===== config.mk =====
export PLATFORM = sky130hd
export DESIGN_NAME = code_mem_loader
export DESIGN_NICKNAME = d
export VERILOG_FILES = /design/src/rtl/code_mem_loader.sv
export SDC_FILE = /design/constraint.sdc
export NUM_CORES = 1
export LEC_CHECK = 0
export CAP_MARGIN = 0
export CORE_MARGIN = 3
export CORE_UTILIZATION = 45
export DETAILED_ROUTE_END_ITERATION = 16
export PLACE_DENSITY = 0.66
export SETUP_SLACK_MARGIN = 0.5
export SKIP_CTS_REPAIR_TIMING = 1
export SLEW_MARGIN = 20
export SYNTH_ARGS = -nofsm -noshare
export SYNTH_HDL_FRONTEND = slang
export SYNTH_SLANG_ARGS = --single-unit

===== constraint.sdc =====
create_clock -name clk -period 4.45 [get_ports clk]
set_input_delay 0.445 -clock clk [delete_from_list [all_inputs] [get_ports clk]]
set_output_delay 0.445 -clock clk [all_outputs]
set_load 0.05 [all_outputs]

===== src/rtl/code_mem_loader.sv =====
`default_nettype none
// ============================================================================
// code_mem_loader: framed byte-stream loader for the CPU code memory.
// Rev 1.0 - initial release
// ============================================================================
module code_mem_loader #(
  parameter int          DATA_WIDTH = 16,
  parameter int          ADDR_WIDTH = 8,
  parameter int          TIMEOUT    = 1000000,
  parameter logic [7:0]  SYNC       = 8'hA5
) (
  input  logic                  clk,
  input  logic                  reset,
  input  logic [7:0]            in_data,
  input  logic                  in_valid,
  output logic                  in_ready,
  output logic [ADDR_WIDTH-1:0] mem_addr_w,
  output logic [DATA_WIDTH-1:0] mem_data_in,
  output logic                  mem_we,
  output logic                  cpu_reset,
  output logic                  busy,
  output logic                  load_done,
  output logic                  load_error
);

  localparam int          IW    = ADDR_WIDTH + 1;
  localparam int          TW    = $clog2(TIMEOUT + 1);
  localparam logic [16:0] DEPTH = 17'(1) << ADDR_WIDTH;

  typedef enum logic [2:0] {
    S_IDLE    = 3'd0,
    S_LEN_LO  = 3'd1,
    S_LEN_HI  = 3'd2,
    S_DATA_LO = 3'd3,
    S_DATA_HI = 3'd4,
    S_CSUM    = 3'd5
  } state_t;

  state_t                state_q, state_d;
  logic [7:0]            len_lo_q, len_lo_d;
  logic [16:0]           len_q, len_d;
  logic [IW-1:0]         idx_q, idx_d;
  logic [7:0]            lo_q, lo_d;
  logic [7:0]            csum_q, csum_d;
  logic [TW-1:0]         tmo_q, tmo_d;
  logic                  in_ready_q, in_ready_d;
  logic                  mem_we_q, mem_we_d;
  logic [ADDR_WIDTH-1:0] mem_addr_q, mem_addr_d;
  logic [DATA_WIDTH-1:0] mem_data_q, mem_data_d;
  logic                  cpu_reset_q, cpu_reset_d;
  logic                  busy_q, busy_d;
  logic                  load_done_q, load_done_d;
  logic                  load_error_q, load_error_d;

  logic                  accept;
  logic [16:0]           len_ext;
  logic [IW-1:0]         idx_inc;
  logic [TW-1:0]         tmo_inc;

  always_comb begin
    state_d      = state_q;
    len_lo_d     = len_lo_q;
    len_d        = len_q;
    idx_d        = idx_q;
    lo_d         = lo_q;
    csum_d       = csum_q;
    tmo_d        = tmo_q;
    in_ready_d   = 1'b1;
    mem_we_d     = 1'b0;
    mem_addr_d   = mem_addr_q;
    mem_data_d   = mem_data_q;
    cpu_reset_d  = cpu_reset_q;
    load_done_d  = 1'b0;
    load_error_d = load_error_q;

    accept  = in_valid && in_ready_q;
    len_ext = {1'b0, in_data, len_lo_q};
    idx_inc = idx_q + IW'(1);
    tmo_inc = tmo_q + TW'(1);

    if (state_q != S_IDLE) begin
      tmo_d = accept ? '0 : tmo_inc;
    end

    case (state_q)
      S_IDLE: begin
        tmo_d = '0;
        if (accept && in_data == SYNC) begin
          state_d      = S_LEN_LO;
          cpu_reset_d  = 1'b1;
          load_error_d = 1'b0;
          idx_d        = '0;
          csum_d       = '0;
        end
      end
      S_LEN_LO: begin
        if (accept) begin
          len_lo_d = in_data;
          state_d  = S_LEN_HI;
        end
      end
      S_LEN_HI: begin
        if (accept) begin
          len_d = len_ext;
          if (len_ext > DEPTH) begin
            load_error_d = 1'b1;
            state_d      = S_IDLE;
          end else if (len_ext == 17'd0) begin
            state_d = S_CSUM;
          end else begin
            state_d = S_DATA_LO;
          end
        end
      end
      S_DATA_LO: begin
        if (accept) begin
          lo_d    = in_data;
          csum_d  = csum_q + in_data;
          state_d = S_DATA_HI;
        end
      end
      S_DATA_HI: begin
        if (accept) begin
          mem_we_d   = 1'b1;
          mem_addr_d = idx_q[ADDR_WIDTH-1:0];
          mem_data_d = DATA_WIDTH'({in_data, lo_q});
          csum_d     = csum_q + in_data;
          idx_d      = idx_inc;
          state_d    = (17'(idx_inc) == len_q) ? S_CSUM : S_DATA_LO;
        end
      end
      S_CSUM: begin
        if (accept) begin
          if (in_data == csum_q) begin
            load_done_d = 1'b1;
            cpu_reset_d = 1'b0;
          end else begin
            load_error_d = 1'b1;
          end
          state_d = S_IDLE;
        end
      end
      default: state_d = S_IDLE;
    endcase

    // Inter-byte silence aborts the frame; CPU stays held in reset.
    if (state_q != S_IDLE && !accept && tmo_inc == TW'(TIMEOUT)) begin
      state_d      = S_IDLE;
      load_error_d = 1'b1;
      tmo_d        = '0;
    end

    busy_d = (state_d != S_IDLE);
  end

  always_ff @(posedge clk) begin
    if (reset) begin
      state_q      <= S_IDLE;
      len_lo_q     <= '0;
      len_q        <= '0;
      idx_q        <= '0;
      lo_q         <= '0;
      csum_q       <= '0;
      tmo_q        <= '0;
      in_ready_q   <= 1'b0;
      mem_we_q     <= 1'b0;
      mem_addr_q   <= '0;
      mem_data_q   <= '0;
      cpu_reset_q  <= 1'b0;
      busy_q       <= 1'b0;
      load_done_q  <= 1'b0;
      load_error_q <= 1'b0;
    end else begin
      state_q      <= state_d;
      len_lo_q     <= len_lo_d;
      len_q        <= len_d;
      idx_q        <= idx_d;
      lo_q         <= lo_d;
      csum_q       <= csum_d;
      tmo_q        <= tmo_d;
      in_ready_q   <= in_ready_d;
      mem_we_q     <= mem_we_d;
      mem_addr_q   <= mem_addr_d;
      mem_data_q   <= mem_data_d;
      cpu_reset_q  <= cpu_reset_d;
      busy_q       <= busy_d;
      load_done_q  <= load_done_d;
      load_error_q <= load_error_d;
    end
  end

  assign in_ready    = in_ready_q;
  assign mem_we      = mem_we_q;
  assign mem_addr_w  = mem_addr_q;
  assign mem_data_in = mem_data_q;
  assign cpu_reset   = cpu_reset_q;
  assign busy        = busy_q;
  assign load_done   = load_done_q;
  assign load_error  = load_error_q;

endmodule
`default_nettype wire


==> flow_metrics.py, run 1 <==
metrics = {
    "logic_synthesis": {
        "syn_nets": 617,
        "synth_edf_count": 0,
        "synth_area_leader_cell": "dfxtp_1",
        "synth_top_cell_area_share_pct": 40.36,
        "yosys.cell_types.count": 68,
        "synth.area.top_cells": "dfxtp_1, nand2_1, a21oi_1",
        "syn_avg_cell_area_um2": 8.504,
        "synth-main-ff-cell": "dfxtp_1",
        "synth_cells": 595,
        "synthTopCellsByCount": "dfxtp_1, nand2_1, a21oi_1, nor2_1, clkbuf_1",
        "seq_area_frac_synth_pct": 40.36,
        "yosysWarnings": 0,
        "netlist_area_um2": 5060,
        "synthArstFlopShare_pct": 0,
        "synth_seq_cells": 102,
        "synth.most_common_cell": "dfxtp_1",
    },
    "timing": {
        "tightest_slew_ns": 0.8829,
        "finalWorstSetupSlack_ns": 1.617,
        "rsz0062_at_grt": "no",
        "slew_violations": 0,
        "finalSetupViolations": 0,
        "fmax_mhz": 353.0,
        "fin_skew_ns": 0.007772,
        "finalCritPeriodShare_pct": 63.67,
        "min_period_ns": 2.833,
        "slew_headroom_pct": 40.92,
        "final_hold_viol_count": 0,
        "tns_ns": 0,
    },
    "final_layout": {
        "drive_gt1_share_pct": 10.00,
        "multiInputGateArea_um2": 2835,
        "regArea_um2": 2042,
        "fin_util_pct": 52.96,
        "fin_nets": 638,
        "area_growth_pct": 14.47,
        "final_cell_area_um2": 5792,
        "antenna_cells": 0,
        "n_fill_cell": 1027,
    },
    "clocking": {
        "cts.path.max_buffers": 2,
        "path_clk_slew_ns": 0.07,
        "cts.sinks": 102,
        "clk_latency_ns": 0.36,
        "cts-root-buf": "clkbuf_16",
        "cts_tree": "done",
        "cts_buffers": 9,
        "cts_max_level": 3,
    },
    "pwr": {
        "p_per_area_nw_per_um2": 296.7,
        "leakagePower_nw": 1.953,
        "clkPwrFrac_pct": 44.0,
        "swShare_pct": 23.51,
        "p_sw_mw": 0.4041,
        "p_comb_share_pct": 2.9,
        "peakVddDrop_v": 0.0002906,
        "p_seq_share_pct": 53.1,
        "totalPowerFinal_mw": 1.718,
        "intPower_mw": 1.314,
    },
    "die": {
        "start_util_pct": 46.27,
        "die_width_um": 112.0,
        "fp.dieH_um": 112.0,
        "core_um2": 10940,
        "pin_count": 41,
        "die_area_um2": 12550,
        "rows": 38,
    },
    "job": {
        "max_cap_viol_count": 0,
    },
    "grt": {
        "grt_usage_pct": 18.73,
        "antenna_found_initial": 0,
        "grt_pass1_wl_um": 19640,
        "overflow": 0,
        "grt_max_degree": 77,
        "grt_pass1_vias": 4080,
    },
    "critical_path": {
        "reg2reg_depth": 8,
        "cp_max_fo": 25,
        "critPathSlowestCell": "nor3_1",
        "worst_ep_arrival_time_ns": 3.14,
        "cp_common_cell": "nand4_1",
        "critPathRequiredTime_ns": 4.75,
        "max_stage_delay_ns": 0.46,
        "cp_cell_sequence": "ha_1 -> nand4_1 -> nor3_1 -> mux2i_1 -> nand4_1 -> nor4_4 -> buf_4 -> o31a_1",
        "cp-start-kind": "flop",
        "end_kind": "flop",
        "criticalPathCategory": "flop to flop",
    },
    "detailed_routing": {
        "wl_per_cell_um": 15.21,
        "viasPerCell": 5.676,
        "route.vias.total": 4314,
        "ant_nets": 0,
        "drtPass1Iterations": 5,
        "drc": 0,
        "routed_wl_um": 11560,
        "drt_iter0_drc": 313,
    },
    "placed_design": {
        "dp_hpwl_um": 7959,
        "place_area_um2": 5510,
        "pre_cts_slack_ns": 1.461,
        "gp_congestion": 0.8675,
        "io_buffers": 40,
    },
    "run_status": {
        "outcome": "completed",
    },
    "worst_hold_path": {
        "hold_class": "primary input to flop",
        "min_path_cells": 2,
    },
}
[layer usage]
metal  GRT usage (%)  vias up  share of wire (%)
met3           4.528       20                3.5
met5               0        -                  0
met1           23.70     2045                 47
met2           31.29       94                 48
li1                -     2155                  -
met4           6.651        0                1.7
[registers in the layout (all words and copies together), names as in the netlist]
register	count
in_ready	1
len_q	16
idx_q	9
load_done	1
cpu_reset	1
mem_we	1
load_error	1
csum_q	8
lo_q	8
tmo_q	20
busy	1
len_lo_q	8
mem_addr_w	8
mem_data_in	16
state_q	3
[power groups by stage]
stage,clock (mW),combinational (mW),sequential (mW)
after floorplan,0,0.0241,0.936
after global placement,0,0.0490,0.935
after detailed placement,0,0.0495,0.935
after CTS,0.771,0.0496,0.913
after global routing,0.811,0.0541,0.913
final,0.756,0.0493,0.913
[cell families (layout without fill, tap and decap cells)]
group	Yosys count	count (layout)	synth area share [%]
flip-flops	102	102	40.36
buffers and inverters	43	68	3.709
XOR/XNOR	34	34	5.885
adder cells (fa/ha/maj)	11	11	2.868
AND/OR/NAND/NOR	273	273	29.55
multiplexers	18	18	3.561
AO/OA/AOI/OAI	114	114	14.07
[stage by stage]
stage,hold slack (ns),cells
floorplan,0.4316,595
global placement,0.4403,745
detailed placement,0.4439,745
CTS,0.4083,760
global route,0.4281,760
finish,0.4119,760
[placed cells by master, fill, tap and decap left out, types with 3 or more instances in the layout]
master	synthesis	final
nand3b_1	5	5
clkbuf_16	0	9
and4_1	3	3
nor4_1	7	7
ha_1	10	10
xor2_1	12	12
nor2_1	47	47
xnor2_1	22	22
buf_4	1	5
inv_6	0	3
and2_1	4	4
nor3_1	18	18
or4_1	6	6
o21ai_0	11	11
a22oi_1	6	6
nand3_2	2	3
clkdlybuf4s50_1	0	39
nand4_1	9	9
nand2_1	101	101
nor3_2	19	19
or3_1	4	4
and3_1	5	5
dfxtp_1	102	102
mux2i_1	18	18
nor3b_1	7	7
a31oi_1	7	7
nand3_1	15	14
a21oi_1	59	59
inv_1	8	8
nor2b_1	4	4
[area by class of cell]
cell class                 instances  area share (%)
multi-input combinational        450           48.95
sequential                       102           35.26
timing repair buffer              45           7.475
clock buffer                       9           3.889
tap                              140           3.024
clock inverter                     6          0.8857
inverter                           8          0.5185
[worst paths after layout]
check                                      to  slack (ns)           from
worst max-delay path               load_error        1.62       tmo_q[0]
worst min register to register  mem_addr_w[5]        0.46  mem_addr_w[5]
worst min-delay path                 in_ready        0.41          reset
worst max register to register     load_error        1.62       tmo_q[0]
[critical path, delay by kind of cell (launching register included)]
family	cells	cell delay, ns
buffers and inverters	1	0.39
multiplexers	1	0.28
AO/OA/AOI/OAI	1	0.19
AND/OR/NAND/NOR	4	1.15
adder cells (fa/ha/maj)	1	0.32
flip-flops	1	0.42
Power figures use the tool's default switching activity.
==> inputs of run 2 (changes only) <==
--- a/config.mk
+++ b/config.mk
@@ -9,7 +9,7 @@
 export CORE_MARGIN = 3
 export CORE_UTILIZATION = 45
 export DETAILED_ROUTE_END_ITERATION = 16
-export PLACE_DENSITY = 0.66
+export PLACE_DENSITY = 0.69
 export SETUP_SLACK_MARGIN = 0.5
 export SKIP_CTS_REPAIR_TIMING = 1
 export SLEW_MARGIN = 20
==> constraint.sdc (replaced) <==
create_clock -name clk -period 2.4 [get_ports clk]
set_input_delay 0.24 -clock clk [delete_from_list [all_inputs] [get_ports clk]]
set_output_delay 0.24 -clock clk [all_outputs]
set_load 0.05 [all_outputs]
==> flow_metrics.py, run 2 (synthesized netlist as in run 1, its figures left out) <==
metrics = {
    "grt": {
        "antenna_found_initial": 0,
        "grt_pass1_wl_um": 20790,
        "grt_usage_pct": 20.08,
        "overflow": 0,
        "grt_pass1_vias": 4352,
        "grt_max_degree": 60,
    },
    "pwr": {
        "p_per_area_nw_per_um2": 506.5,
        "totalPowerFinal_mw": 3.272,
        "leakagePower_nw": 2.347,
        "peakVddDrop_v": 0.0005637,
    },
    "clocking": {
        "cts.path.max_buffers": 2,
        "cts_buffers": 9,
        "path_clk_slew_ns": 0.07,
        "cts-root-buf": "clkbuf_16",
        "clk_latency_ns": 0.36,
        "cts_tree": "done",
        "cts.sinks": 102,
        "cts_max_level": 3,
    },
    "final_layout": {
        "multiInputGateArea_um2": 3019,
        "final_cells": 814,
        "regMostFlops": "tmo_q",
        "fin_util_pct": 59.08,
        "layout_commonest_cell": "nand2_1",
        "antenna_cells": 0,
        "layout.cells.most_common_list": "nand2_1, dfxtp_1, a21oi_1",
        "regArea_um2": 2069,
        "n_fill_cell": 945,
        "fin_nets": 691,
        "area_growth_pct": 27.70,
        "drive_gt1_share_pct": 23.00,
        "largest_register_ffs": 20,
    },
    "placed_design": {
        "dp_hpwl_um": 9011,
        "io_buffers": 40,
        "dpl.cell_count": 792,
        "gp_congestion": 0.8722,
    },
    "timing": {
        "rsz0062_at_grt": "yes",
        "min_period_ns": 2.188,
        "slew_violations": 0,
        "fmax_mhz": 456.9,
        "fin_skew_ns": 0.004087,
        "final_hold_viol_count": 0,
        "tns_ns": 0,
        "finalSetupViolations": 0,
        "slew_headroom_pct": 59.81,
        "tightest_slew_ns": 0.6029,
        "finalCritPeriodShare_pct": 91.19,
        "holdWs_ns": 0.2061,
    },
    "die": {
        "rows": 38,
        "pin_count": 41,
        "core_um2": 10940,
        "die_area_um2": 12550,
        "die_width_um": 112.0,
        "fp.dieH_um": 112.0,
        "start_util_pct": 46.27,
    },
    "critical_path": {
        "criticalPathCategory": "flop to flop",
        "worst_ep_arrival_time_ns": 2.43,
        "crit-reg2reg-launch": "tmo_q[8]",
        "cp-start-kind": "flop",
        "reg2reg_depth": 8,
        "end_kind": "flop",
        "timing.rr.end": "tmo_q[11]",
        "reg2reg_slack_ns": 0.21,
        "cp_max_fo": 5,
        "critPathRequiredTime_ns": 2.64,
    },
    "detailed_routing": {
        "wl_per_cell_um": 16.13,
        "drc": 0,
        "route.vias.total": 4630,
        "viasPerCell": 5.688,
        "routed_wl_um": 13130,
        "ant_nets": 0,
        "drt_iter0_drc": 252,
        "drtPass1Iterations": 5,
    },
    "worst_hold_path": {
        "min_from": "reset",
        "min_path_cells": 2,
        "min_to": "in_ready",
        "hold_class": "primary input to flop",
    },
    "job": {
        "max_cap_viol_count": 0,
    },
    "run_status": {
        "outcome": "completed",
    },
}
run 2: cell types whose count changed in the layout (fill, tap and decap cells not counted), moves of 4 or more:
cell             delta
dlymetal6s2s_1      +6
clkdlybuf4s50_1     -6
buf_6               +5
dfxtp_2             +7
dfxtp_4             +5
buf_4              +47
ha_1                -4
dfxtp_1            -12
run 2: power by group:
part           total (mW)  internal (mW)  leakage [nW]  switching, mW
Sequential           1.69           1.69         0.829        0.00116
Clock                1.47          0.761         0.151          0.708
Combinational       0.116         0.0437          1.37         0.0723
run 2: layer usage:
metal | track usage [%] | part of all wire (%) | up-vias
li1 | - | - | 2256
met1 | 24.27 | 42 | 2239
met2 | 34.61 | 51 | 113
met3 | 4.744 | 4.7 | 22
met4 | 7.933 | 2.5 | 0
met5 | 0 | 0 | -
run 2: critical path: stages, from the launching register on:
cell and delay, ns:
dfxtp_2 0.38, nand4_1 0.28, nor4_4 0.38, mux2i_1 0.27
nand4_1 0.19, nor4_4 0.19, buf_6 0.16, buf_4 0.16
nor3_2 0.04
run 2: worst max-delay path by stage:
stage                     slack, ns  cells past startpoint        from          to
after floorplan                0.25                      8    tmo_q[0]   tmo_q[10]
after global placement        -0.05                      6  in_data[1]   csum_q[7]
after detailed placement      -0.12                      9  in_data[1]   csum_q[7]
after CTS                      0.07                      8    tmo_q[0]  load_error
after global routing           0.15                      8    tmo_q[6]  load_error
final                          0.21                      8    tmo_q[8]   tmo_q[11]
run 2: area by class of cell:
class	instances	area share [%]
inverter	8	0.4648
multi-input combinational	450	46.73
clock inverter	6	0.8714
tap	140	2.711
sequential	102	32.03
clock buffer	10	3.699
timing repair buffer	98	13.50
run 2: per-stage QoR:
stage               worst slack, ns  cell area, um2
detailed placement          -0.1171            5893
finish                       0.2115            6461
global route                 0.1498            6461
CTS                         0.06634            6188
global placement           -0.05035            5893
floorplan                    0.2467            5095
==> inputs of run 3 (changes only) <==
--- a/config.mk
+++ b/config.mk
@@ -9,7 +9,7 @@
 export CORE_MARGIN = 3
 export CORE_UTILIZATION = 45
 export DETAILED_ROUTE_END_ITERATION = 16
-export PLACE_DENSITY = 0.69
+export PLACE_DENSITY = 0.66
 export SETUP_SLACK_MARGIN = 0.5
 export SKIP_CTS_REPAIR_TIMING = 1
 export SLEW_MARGIN = 20
==> constraint.sdc (replaced) <==
create_clock -name clk -period 2.1 [get_ports clk]
set_input_delay 0.21 -clock clk [delete_from_list [all_inputs] [get_ports clk]]
set_output_delay 0.21 -clock clk [all_outputs]
set_load 0.05 [all_outputs]
==> flow_metrics.py, run 3 (synthesized netlist as in run 1, its figures left out) <==
metrics = {
    "die": {
        "rows": 38,
        "fp.dieH_um": 112.0,
        "start_util_pct": 46.27,
        "pin_count": 41,
        "die_area_um2": 12550,
        "core_um2": 10940,
        "die_width_um": 112.0,
    },
    "detailed_routing": {
        "drt_iter0_drc": 268,
        "viasPerCell": 5.535,
        "wl_per_cell_um": 16.23,
        "routed_wl_um": 13900,
        "drc": 0,
        "route.vias.total": 4738,
        "ant_nets": 0,
        "drtPass1Iterations": 4,
    },
    "final_layout": {
        "fin_nets": 733,
        "layout.cells.most_common_list": "nand2_1, dfxtp_1, buf_4",
        "layout_commonest_cell": "nand2_1",
        "antenna_cells": 0,
        "drive_gt1_share_pct": 26.68,
        "area_growth_pct": 37.93,
        "largest_register_ffs": 20,
        "regMostFlops": "tmo_q",
        "fin_util_pct": 63.82,
    },
    "clocking": {
        "cts.path.max_buffers": 2,
        "clk_latency_ns": 0.35,
        "path_clk_slew_ns": 0.07,
        "cts_tree": "done",
        "cts_max_level": 3,
        "cts.sinks": 102,
        "cts-root-buf": "clkbuf_16",
        "cts_buffers": 9,
    },
    "run_status": {
        "violations": "negative setup slack",
        "outcome": "complete, but fails checks",
    },
    "pwr": {
        "swShare_pct": 24.27,
        "peakVddDrop_v": 0.0005630,
        "clkPwrFrac_pct": 44.9,
        "p_seq_share_pct": 51.1,
        "p_per_area_nw_per_um2": 541.6,
        "leakagePower_nw": 3.134,
        "totalPowerFinal_mw": 3.780,
        "intPower_mw": 2.862,
        "p_comb_share_pct": 4.0,
        "p_sw_mw": 0.9175,
    },
    "critical_path": {
        "critPathRequiredTime_ns": 2.34,
        "reg2reg_slack_ns": -0.19,
        "crit_buf_inv": 2,
        "worst_ep_arrival_time_ns": 2.52,
        "cp_cell_sequence": "ha_4 -> nand4_1 -> nor3_2 -> mux2i_1 -> nand4_1 -> nor4_4 -> buf_4 -> clkbuf_16 -> nor3_2",
        "cp-start-kind": "flop",
        "end_kind": "flop",
        "max_stage_delay_ns": 0.36,
        "criticalPathCategory": "flop to flop",
        "cp_max_fo": 6,
        "critPathSlowestCell": "dfxtp_4",
        "cp_top_family": "simple AND/OR/NAND/NOR gates",
    },
    "timing": {
        "fmax_mhz": 437.5,
        "tightest_slew_ns": 0.6092,
        "min_period_ns": 2.286,
        "fin_skew_ns": 0.005387,
        "holdWs_ns": 0.2053,
        "slew_headroom_pct": 59.38,
        "rsz0062_at_grt": "yes",
        "finalCritPeriodShare_pct": 108.8,
        "final_hold_viol_count": 0,
        "finalSetupViolations": 25,
        "slew_violations": 0,
        "finalWorstSetupSlack_ns": -0.1857,
    },
    "placed_design": {
        "gp_congestion": 0.8879,
        "dp_hpwl_um": 9303,
        "pre_cts_slack_ns": -0.4416,
        "io_buffers": 40,
    },
    "worst_hold_path": {
        "hold_class": "primary input to flop",
    },
    "grt": {
        "grt_usage_pct": 21.51,
        "antenna_found_initial": 0,
        "grt_pass1_wl_um": 22220,
        "grt_pass1_vias": 4650,
        "grt_max_degree": 60,
        "overflow": 0,
    },
    "job": {
        "max_cap_viol_count": 0,
    },
}
==> run 3: changes by cell type in the layout (fill, tap and decap cells not counted), moves of 4 or more <==
cell,previous run,this run
buf_12,0,6
dlymetal6s2s_1,6,35
buf_4,52,89
dfxtp_2,7,3
clkdlybuf4s50_1,33,4
dfxtp_1,90,96
==> run 3: power by group through the flow <==
stage	Clock, mW	Combinational, mW	Sequential, mW
floorplan	0	0.0516	1.98
detailed placement	0	0.138	1.98
global route	1.81	0.163	1.93
finish	1.70	0.152	1.93
CTS	1.73	0.138	1.93
global placement	0	0.135	1.98
==> run 3: path summary, 6_finish.rpt <==
check                     start             to  depth (start not counted)
setup / recovery       tmo_q[1]     state_q[0]                          9
hold / removal            reset       in_ready                          2
setup reg to reg       tmo_q[1]     state_q[0]                          9
hold reg to reg   mem_addr_w[7]  mem_addr_w[7]                          2
==> run 3: metrics by stage <==
| stage | area (um2) | setup TNS (ns) | cells |
|---|---|---|---|
| finish | 6979 | -4.211 | 856 |
| global route | 6979 | -6.484 | 856 |
| CTS | 6505 | -3.582 | 842 |
| detailed placement | 6205 | -9.842 | 826 |
| global placement | 6205 | -8.053 | 826 |
| floorplan | 5117 | -0.9252 | 595 |
==> run 3: worst reg2reg max path, delay by kind of cell (launching register included) <==
family                     cells  cell delay (ns)
adders and majority gates      1             0.13
buffers and inverters          2             0.34
DFF                            1             0.36
muxes                          1             0.24
and+or+nand+nor                5             1.10
==> run 3: routing by layer <==
metal / global-route usage, % / up-vias / wire [um] / share of wire (%)
li1: - / 2343 / - / -
met1: 26.06 / 2260 / 5738 / 41
met2: 37.49 / 116 / 7279 / 52
met3: 5.337 / 19 / 628 / 4.5
met4: 7.131 / 0 / 250 / 1.8
met5: 0 / - / 0 / 0
==> run 3: area by class of cell <==
class,instances,area [um2]
fill,902,3956
timing repair buffer,140,1359
sequential,102,2057
clock inverter,6,61.31
inverter,8,30.03
tap,140,175.2
clock buffer,10,239.0
multi-input combinational,450,3058
